## src/rtl/rm_report_collector.sv

```systemverilog
// Report collector: timestamps each symbol cycle that raises any report bit
// and queues {timestamp, report vector} in a first-word-fall-through FIFO.
module rm_report_collector #(
    parameter int NUM_REPORTS = 28,
    parameter int CNT_W       = 32,
    parameter int DEPTH       = 8
) (
    input  logic                     clk,
    input  logic                     reset,
    input  logic                     run,
    input  logic [NUM_REPORTS-1:0]   report_in,
    input  logic                     clear_stats,
    output logic                     rpt_valid,
    input  logic                     rpt_ready,
    output logic [CNT_W-1:0]         rpt_cycle,
    output logic [NUM_REPORTS-1:0]   rpt_vector,
    output logic [$clog2(DEPTH):0]   fifo_count,
    output logic                     overflow,
    output logic [15:0]              drop_count
);

    localparam int AW = $clog2(DEPTH);
    localparam int CW = AW + 1;

    logic [CNT_W-1:0]       sym_cnt;
    logic [CNT_W-1:0]       mem_cycle [DEPTH];
    logic [NUM_REPORTS-1:0] mem_vec   [DEPTH];
    logic [AW-1:0]          wr_ptr;
    logic [AW-1:0]          rd_ptr;
    logic [CW-1:0]          count;
    logic                   capture;
    logic                   full;
    logic                   pop;
    logic                   push;
    logic                   drop;

    // A full FIFO still accepts a capture when the head leaves in the same cycle.
    always_comb begin
        capture = run && (|report_in);
        full    = (count == CW'(DEPTH));
        pop     = (count != '0) && rpt_ready;
        push    = capture && (!full || pop);
        drop    = capture && full && !pop;
    end

    always_ff @(posedge clk) begin
        if (push && !reset) begin
            mem_cycle[wr_ptr] <= sym_cnt;
            mem_vec[wr_ptr]   <= report_in;
        end
    end

    always_ff @(posedge clk) begin
        if (reset) begin
            sym_cnt    <= '0;
            wr_ptr     <= '0;
            rd_ptr     <= '0;
            count      <= '0;
            overflow   <= 1'b0;
            drop_count <= '0;
        end else begin
            if (run)
                sym_cnt <= sym_cnt + CNT_W'(1);
            if (push)
                wr_ptr <= wr_ptr + AW'(1);
            if (pop)
                rd_ptr <= rd_ptr + AW'(1);
            case ({push, pop})
                2'b10:   count <= count + CW'(1);
                2'b01:   count <= count - CW'(1);
                default: count <= count;
            endcase
            // A drop wins over clear_stats, so the stats restart at one drop.
            if (drop) begin
                overflow <= 1'b1;
                if (clear_stats)
                    drop_count <= 16'd1;
                else if (drop_count != 16'hFFFF)
                    drop_count <= drop_count + 16'd1;
            end else if (clear_stats) begin
                overflow   <= 1'b0;
                drop_count <= '0;
            end
        end
    end

    assign rpt_valid  = (count != '0);
    assign rpt_cycle  = rpt_valid ? mem_cycle[rd_ptr] : '0;
    assign rpt_vector = rpt_valid ? mem_vec[rd_ptr]   : '0;
    assign fifo_count = count;

endmodule

```

## config.mk

```make
export PLATFORM = sky130hd
export DESIGN_NAME = rm_report_collector
export DESIGN_NICKNAME = d
export VERILOG_FILES = /design/src/rtl/rm_report_collector.sv
export SDC_FILE = /design/constraint.sdc
export NUM_CORES = 1
export LEC_CHECK = 0
export BUFFER_PORTS_ARGS = -buffer_cell sky130_fd_sc_hd__buf_4
export CORE_MARGIN = 2
export CORE_UTILIZATION = 65
export CTS_CLUSTER_DIAMETER = 40
export CTS_CLUSTER_SIZE = 20
export DETAILED_ROUTE_END_ITERATION = 6
export PLACE_DENSITY_LB_ADDON = 0.15
export SYNTH_ARGS = -nofsm -noshare
export SYNTH_HDL_FRONTEND = slang
export SYNTH_SLANG_ARGS = --single-unit
```

## constraint.sdc

```tcl
create_clock -name clk -period 16.3 [get_ports clk]
set_input_delay 0.815 -clock clk [delete_from_list [all_inputs] [get_ports clk]]
set_output_delay 0.815 -clock clk [all_outputs]
set_load 0.005 [all_outputs]
```

==> flow_summary.ini, run 1 <==
[timing]
final.setup.tns_ns = 0
hold_ws_ns = 0.4727
skew_ns = 0.02775
fin_crit_sh_pct = 30.65
final_hold_viol_count = 0
slew_headroom_pct = 25.26
fin_crit_ns = 4.996
grt_setup_unrepaired = no
setup-violations-final = 0
tightest_slew_ns = 1.112
slew_viol_final = 0
max_freq_mhz = 200.2

[cells_and_area]
drive_gt1_share_pct = 29.36
fin_nets = 1286
multi_input_area_um2 = 5216
fill_cells = 1771
ff_latch_area_um2 = 15670
syn_to_final_growth_pct = 15.51

[pwr]
power_mw = 3.497
ir_drop_mv = 0.1051
p_per_area_nw_per_um2 = 143.8
power_leakage_nw = 8.247

[routing]
postRouteAntennaNets = 0
drt-total-wl_um = 41690
drc = 0
drt-initial-drc-count = 1052
vias = 10710
dr.pass1.iters = 7
wl_per_cell_um = 24.58
vias_per_cell = 6.315

[critical_path]
ff2ff_path_depth = 6
rrSetupSlack_ns = 13.24
arrival_ns = 4.18
start_kind = flip-flop
crit_fanout = 42
cp-end-kind = primary output
criticalPathCategory = reg -> out
reg2reg_from = fifo_count[2]
timing.rr.end = mem_vec[6][21]
worst_ep_required_time_ns = 15.49

[floorplanning]
die_area_um2 = 33850
die_w_um = 184.0
io_pins = 115
die_y_um = 184.0
start_util_pct = 66.39
row_count = 65
core_um2 = 31720

[synthesis]
seq_area_frac_synth_pct = 74.34
postSynthCellCount = 1108
synth_nets = 1148
synthDistinctLibCells = 47
ys_warn_count = 0
async_flop_share_pct = 0
synth-seq-cells = 542
synth-edff-count = 480
netlist_area_um2 = 21060
synth-main-ff-cell = edfxtp_1
postSynthAreaPerCell_um2 = 19.01

[placed_design]
gp_congestion = 0.7672
portBuffers = 114
hpwl_um = 22320

[min_path]
hold_path.class = in -> reg
holdPathEnd = mem_vec[3][2]
worstHoldStart = report_in[2]
holdPathStages = 1

[clock_network]
clk_path_buf_depth = 3
post-cts-setup-buffers = 0
cts_buffers = 55
cts-htree-levels = 2
cts_resized = 0
cts_hold_buffers = 0
clk_latency_ns = 0.59
root_buffer = clkbuf_16
clock_sinks = 542
clk_pin_slew_ns = 0.07
cts_tree = done

[grt]
grt_pass1_wl_um = 63690
antenna_found_initial = 3
grt_max_degree = 71
grtUsageTotal_pct = 25.55
grt_pass1_vias = 10810
grt.overflow.total = 0

[job]
drv_cap = 0

[run_status]
outcome = complete, no violations
-- critical path: stages (launching register included) --
cell and delay, ns:
dfxtp_4 0.87, buf_4 0.79, buf_4 0.78, mux4_2 0.63
mux2i_1 0.16, nor2_1 0.11, buf_4 0.20
-- worst max path at each step --
| stage | startpoint | to | slack [ns] | cells after the start |
|---|---|---|---|---|
| detailed placement | flip-flop | rpt_vector[27] | 11.83 | 6 |
| CTS | flip-flop | rpt_cycle[0] | 11.14 | 6 |
| global route | flip-flop | rpt_cycle[0] | 10.91 | 6 |
| floorplan | report_in[13] | mem_cycle[0][0] | 8.19 | 5 |
| global placement | flip-flop | rpt_vector[27] | 11.81 | 6 |
| finish | flip-flop | rpt_cycle[0] | 11.30 | 6 |
-- power breakdown --
part           internal (mW)  switching (mW)  leakage, nW  total (mW)
clock                  0.683           0.586        0.915        1.27
sequential              1.53          0.0535         5.30        1.59
combinational          0.333           0.307         2.03       0.640
-- state kept, by name, indices dropped and copies added (netlist names), named ones only --
| name | cells |
|---|---|
| drop_count | 16 |
| fifo_count | 4 |
| mem_cycle | 256 |
| mem_vec | 224 |
| overflow | 1 |
| rd_ptr | 3 |
| sym_cnt | 32 |
| wr_ptr | 3 |
-- cells in the mapped netlist (all sizes together), types with 2 or more instances --
library cell / number / area (um^2)
edfxtp: 480 / 14410
nor2: 121 / 454.2
mux4: 120 / 2703
mux2i: 63 / 630.6
dfxtp: 62 / 1241
nand2: 30 / 112.6
clkbuf: 29 / 108.9
buf: 25 / 110.1
xnor2: 24 / 210.2
xor2: 19 / 166.4
nand3: 18 / 90.09
nand4: 15 / 108.9
nor4: 14 / 100.1
a21oi: 13 / 65.06
and3: 10 / 63.81
nor3: 9 / 45.04
inv: 7 / 26.27
or3: 7 / 45.05
ha: 6 / 75.07
o21ai: 6 / 30.03
nor4b: 4 / 35.03
and4: 3 / 31.28
mux2: 3 / 33.78
and2: 2 / 12.51
nor2b: 2 / 12.51
or2: 2 / 12.51
or4: 2 / 15.01
-- layer usage --
layer	global-route usage [%]	vias to the layer above	routed length, um
met5	0	-	0
met3	4.635	62	3123
met1	36.01	5515	16900
met2	42.05	417	20890
met4	7.008	0	780
li1	-	4717	-
-- layout make-up --
| cell class | count | share of cell area (%) |
|---|---|---|
| Tap cell | 402 | 2.068 |
| Antenna cell | 3 | 0.03086 |
| Timing Repair Buffer | 135 | 4.167 |
| Clock inverter | 44 | 1.980 |
| Multi-Input combinational cell | 505 | 21.45 |
| Clock buffer | 58 | 5.792 |
| Sequential cell | 542 | 64.41 |
| Inverter | 7 | 0.1080 |
-- through the flow --
step	instances	setup WS (ns)	util [%]	area, um^2
final	1696	11.30	76.69	24320
after global routing	1693	10.91	76.66	24320
after CTS	1693	11.14	76.66	24320
after detailed placement	1591	11.83	70.70	22430
after global placement	1591	11.81	70.70	22430
after floorplan	1108	8.186	-	21060
-- layout by cell type (no fill, tap or decap), types with 3 or more instances in the layout --
cell	instances
edfxtp_1	480
buf_4	135
mux4_2	120
nor2_1	118
mux2i_1	63
dfxtp_1	59
clkbuf_16	56
nand2_1	30
xnor2_1	24
xor2_1	19
nand3_1	18
nand4_1	14
a21oi_1	13
inv_6	13
nor4_1	11
and3_1	9
clkinv_8	9
inv_8	7
nor3_1	6
o21ai_0	6
inv_1	6
or3_1	6
ha_1	6
clkinvlp_4	4
clkinv_2	4
diode_2	3
nor2_4	3
nor3_2	3
mux2_2	3
nor4b_1	3
dfxtp_4	3
clkinv_4	3
-- kinds of logic after synthesis --
family / after synthesis / share of synthesized area, %
xor gates and xnor gates: 43 / 1.788
DFF: 542 / 74.34
and+or+nand+nor: 243 / 5.550
muxes: 186 / 15.99
adders and majority gates: 7 / 0.4516
buffers and inverters: 61 / 1.165
AOI/OAI and AO/OA: 26 / 0.7131
Power figures use the tool's default switching activity.
==> inputs of run 2 (changes only) <==
--- a/config.mk
+++ b/config.mk
@@ -7,7 +7,7 @@
 export LEC_CHECK = 0
 export BUFFER_PORTS_ARGS = -buffer_cell sky130_fd_sc_hd__buf_4
 export CORE_MARGIN = 2
-export CORE_UTILIZATION = 65
+export CORE_UTILIZATION = 61
 export CTS_CLUSTER_DIAMETER = 40
 export CTS_CLUSTER_SIZE = 20
 export DETAILED_ROUTE_END_ITERATION = 6
==> constraint.sdc (replaced) <==
create_clock -name clk -period 4.86 [get_ports clk]
set_input_delay 0.243 -clock clk [delete_from_list [all_inputs] [get_ports clk]]
set_output_delay 0.243 -clock clk [all_outputs]
set_load 0.005 [all_outputs]
==> run 2 against run 1 <==
  * Combinational power increased to 3.5 times the previous value
  * Sequential share of layout area decreased by 1.1 points
  * Critical path depth increased by 3
  * Utilization decreased by 4.5 points
  * Sequential power increased to 3.3 times the previous value
  * Power increased to 3.4 times the previous value
  * Clock power increased to 3.5 times the previous value
  * Largest cell class unchanged
==> flow_summary.ini, run 2 (synthesized netlist as in run 1, its figures left out) <==
[run_status]
outcome = complete, no violations

[timing]
slew_headroom_pct = 28.53
final_hold_viol_count = 0
final.setup.tns_ns = 0
worst_slack_ns = 1.597
slew_viol_final = 0
tightest_slew_ns = 1.063
hold_ws_ns = 0.1317
max_freq_mhz = 306.5
fin_crit_sh_pct = 67.14
skew_ns = 0.01886
fin_crit_ns = 3.263
setup-violations-final = 0
grt_setup_unrepaired = no

[cells_and_area]
top_regs = mem_cycle x256, mem_vec x224, sym_cnt x32
num_antenna_cells = 0
final_area_um2 = 24760
fin_util_pct = 72.21
final-instance-count-excl-fill = 1773
drive_gt1_share_pct = 28.53
syn_to_final_growth_pct = 17.58
final_common_cell = edfxtp_1
mostFrequentLayoutCells = edfxtp_1 (480), buf_4 (133), mux4_2 (120), nor2_1 (118), mux2i_1 (63)
fill_cells = 2026
largest_reg_flops = 256
largest_register = mem_cycle
fin_nets = 1315

[routing]
vias = 10730
vias_per_cell = 6.052
drt-total-wl_um = 41680
drt-initial-drc-count = 934
dr.pass1.iters = 7
drc = 0
wl_per_cell_um = 23.51
postRouteAntennaNets = 0

[pwr]
p_per_area_nw_per_um2 = 480.7
p_sw_mw = 3.077
p_int_mw = 8.825
power_frac_seq_pct = 44.1
swShare_pct = 25.85
ir_drop_mv = 0.3294
comb_power_share_pct = 18.9
power_mw = 11.90
clkPwrFrac_pct = 36.9
power_leakage_nw = 8.403

[clock_network]
cts_tree = done
root_buffer = clkbuf_16
clk_latency_ns = 0.58
cts_resized = 0
cts_buffers = 54
cts-htree-levels = 2
clk_path_buf_depth = 3
clock_sinks = 542
clk_pin_slew_ns = 0.07

[critical_path]
reg2reg_from = fifo_count[0]
crit_end = mem_vec[6][9]
rrSetupSlack_ns = 1.82
arrival_ns = 3.46
path_common_cell = buf_4
crit_fanout = 33
worst_ep_required_time_ns = 5.06
slowest_delay_ns = 0.86
slowest_stage = nor2_4
cp_cell_sequence = dlygate4sd3_1 -> buf_4 -> nor4_1 -> nand4_1 -> o21a_1 -> and2_1 -> nand2_1 -> nor2_4 -> buf_4
timing.rr.end = mem_vec[6][9]
cp-end-kind = flip-flop
ff2ff_path_depth = 6
worst-path-stages = 9
criticalPathCategory = in -> reg
start_kind = input port
path_delay_family = simple AND/OR/NAND/NOR gates
critical_path_buf_inv_count = 3
cp-startpoint = report_in[14]

[placed_design]
place_area_um2 = 22510
gp_congestion = 0.7640
hpwl_um = 21650
preCtsSetupSlack_ns = 1.530
dp.cells = 1643
portBuffers = 114

[floorplanning]
start_util_pct = 61.41
row_count = 68
die_y_um = 189.8
core_um2 = 34290
die_w_um = 189.8
io_pins = 115
die_area_um2 = 36020

[grt]
grt_pass1_vias = 10930
grtUsageTotal_pct = 23.75
grt_max_degree = 79
antenna_found_initial = 0
grt_pass1_wl_um = 64000
grt.overflow.total = 0

[job]
drv_cap = 0

[min_path]
hold_path.class = in -> reg
[run 2: how the worst min path moves through the flow]
stage                     slack (ns)  depth (start not counted)             to          from
after floorplan                 0.34                          0  mem_vec[0][0]  report_in[0]
after global placement          0.45                          2      flip-flop     rd_ptr[1]
after detailed placement        0.46                          2      flip-flop     rd_ptr[1]
after CTS                       0.11                          2    sym_cnt[17]         reset
after global routing            0.15                          2    sym_cnt[24]         reset
final                           0.13                          2    sym_cnt[17]         reset
[run 2: timing repair]
item                      4_1_cts  5_1_grt
hold endpoints to repair      229        0
hold buffers                   31        0
buffers inserted                0        0
[run 2: cell type report]
type	count	area, um^2	area share, %
inverters	7	26.28	0.1061
well taps	455	569.3	2.299
repair buffers	165	1329	5.367
clock inverters	40	491.7	1.986
clock buffers	59	1444	5.832
flip-flops and latches	542	15670	63.27
multi-input cells	505	5234	21.14
[run 2: layer usage]
| metal | track usage [%] | wire length (um) | part of all wire [%] | vias up |
|---|---|---|---|---|
| met5 | 0 | 0 | 0 | - |
| met4 | 6.142 | 750 | 1.8 | 0 |
| met3 | 3.837 | 2249 | 5.4 | 63 |
| met2 | 39.74 | 21100 | 51 | 320 |
| met1 | 33.33 | 17580 | 42 | 5591 |
| li1 | - | - | - | 4756 |
[run 2: power by group through the flow]
stage / registers [mW] / clock network (mW) / logic (mW)
finish: 5.25 / 4.40 / 2.25
global route: 5.27 / 4.64 / 2.44
CTS: 5.26 / 4.47 / 2.30
detailed placement: 5.36 / 0 / 2.27
global placement: 5.35 / 0 / 2.25
floorplan: 5.29 / 0 / 1.40
[run 2: worst reg2reg max path: cells and delay by family (launching register included)]
kind / cells / cell delay (ns)
simple gates: 5 / 1.59
buf+inv: 1 / 0.60
flops: 1 / 0.46
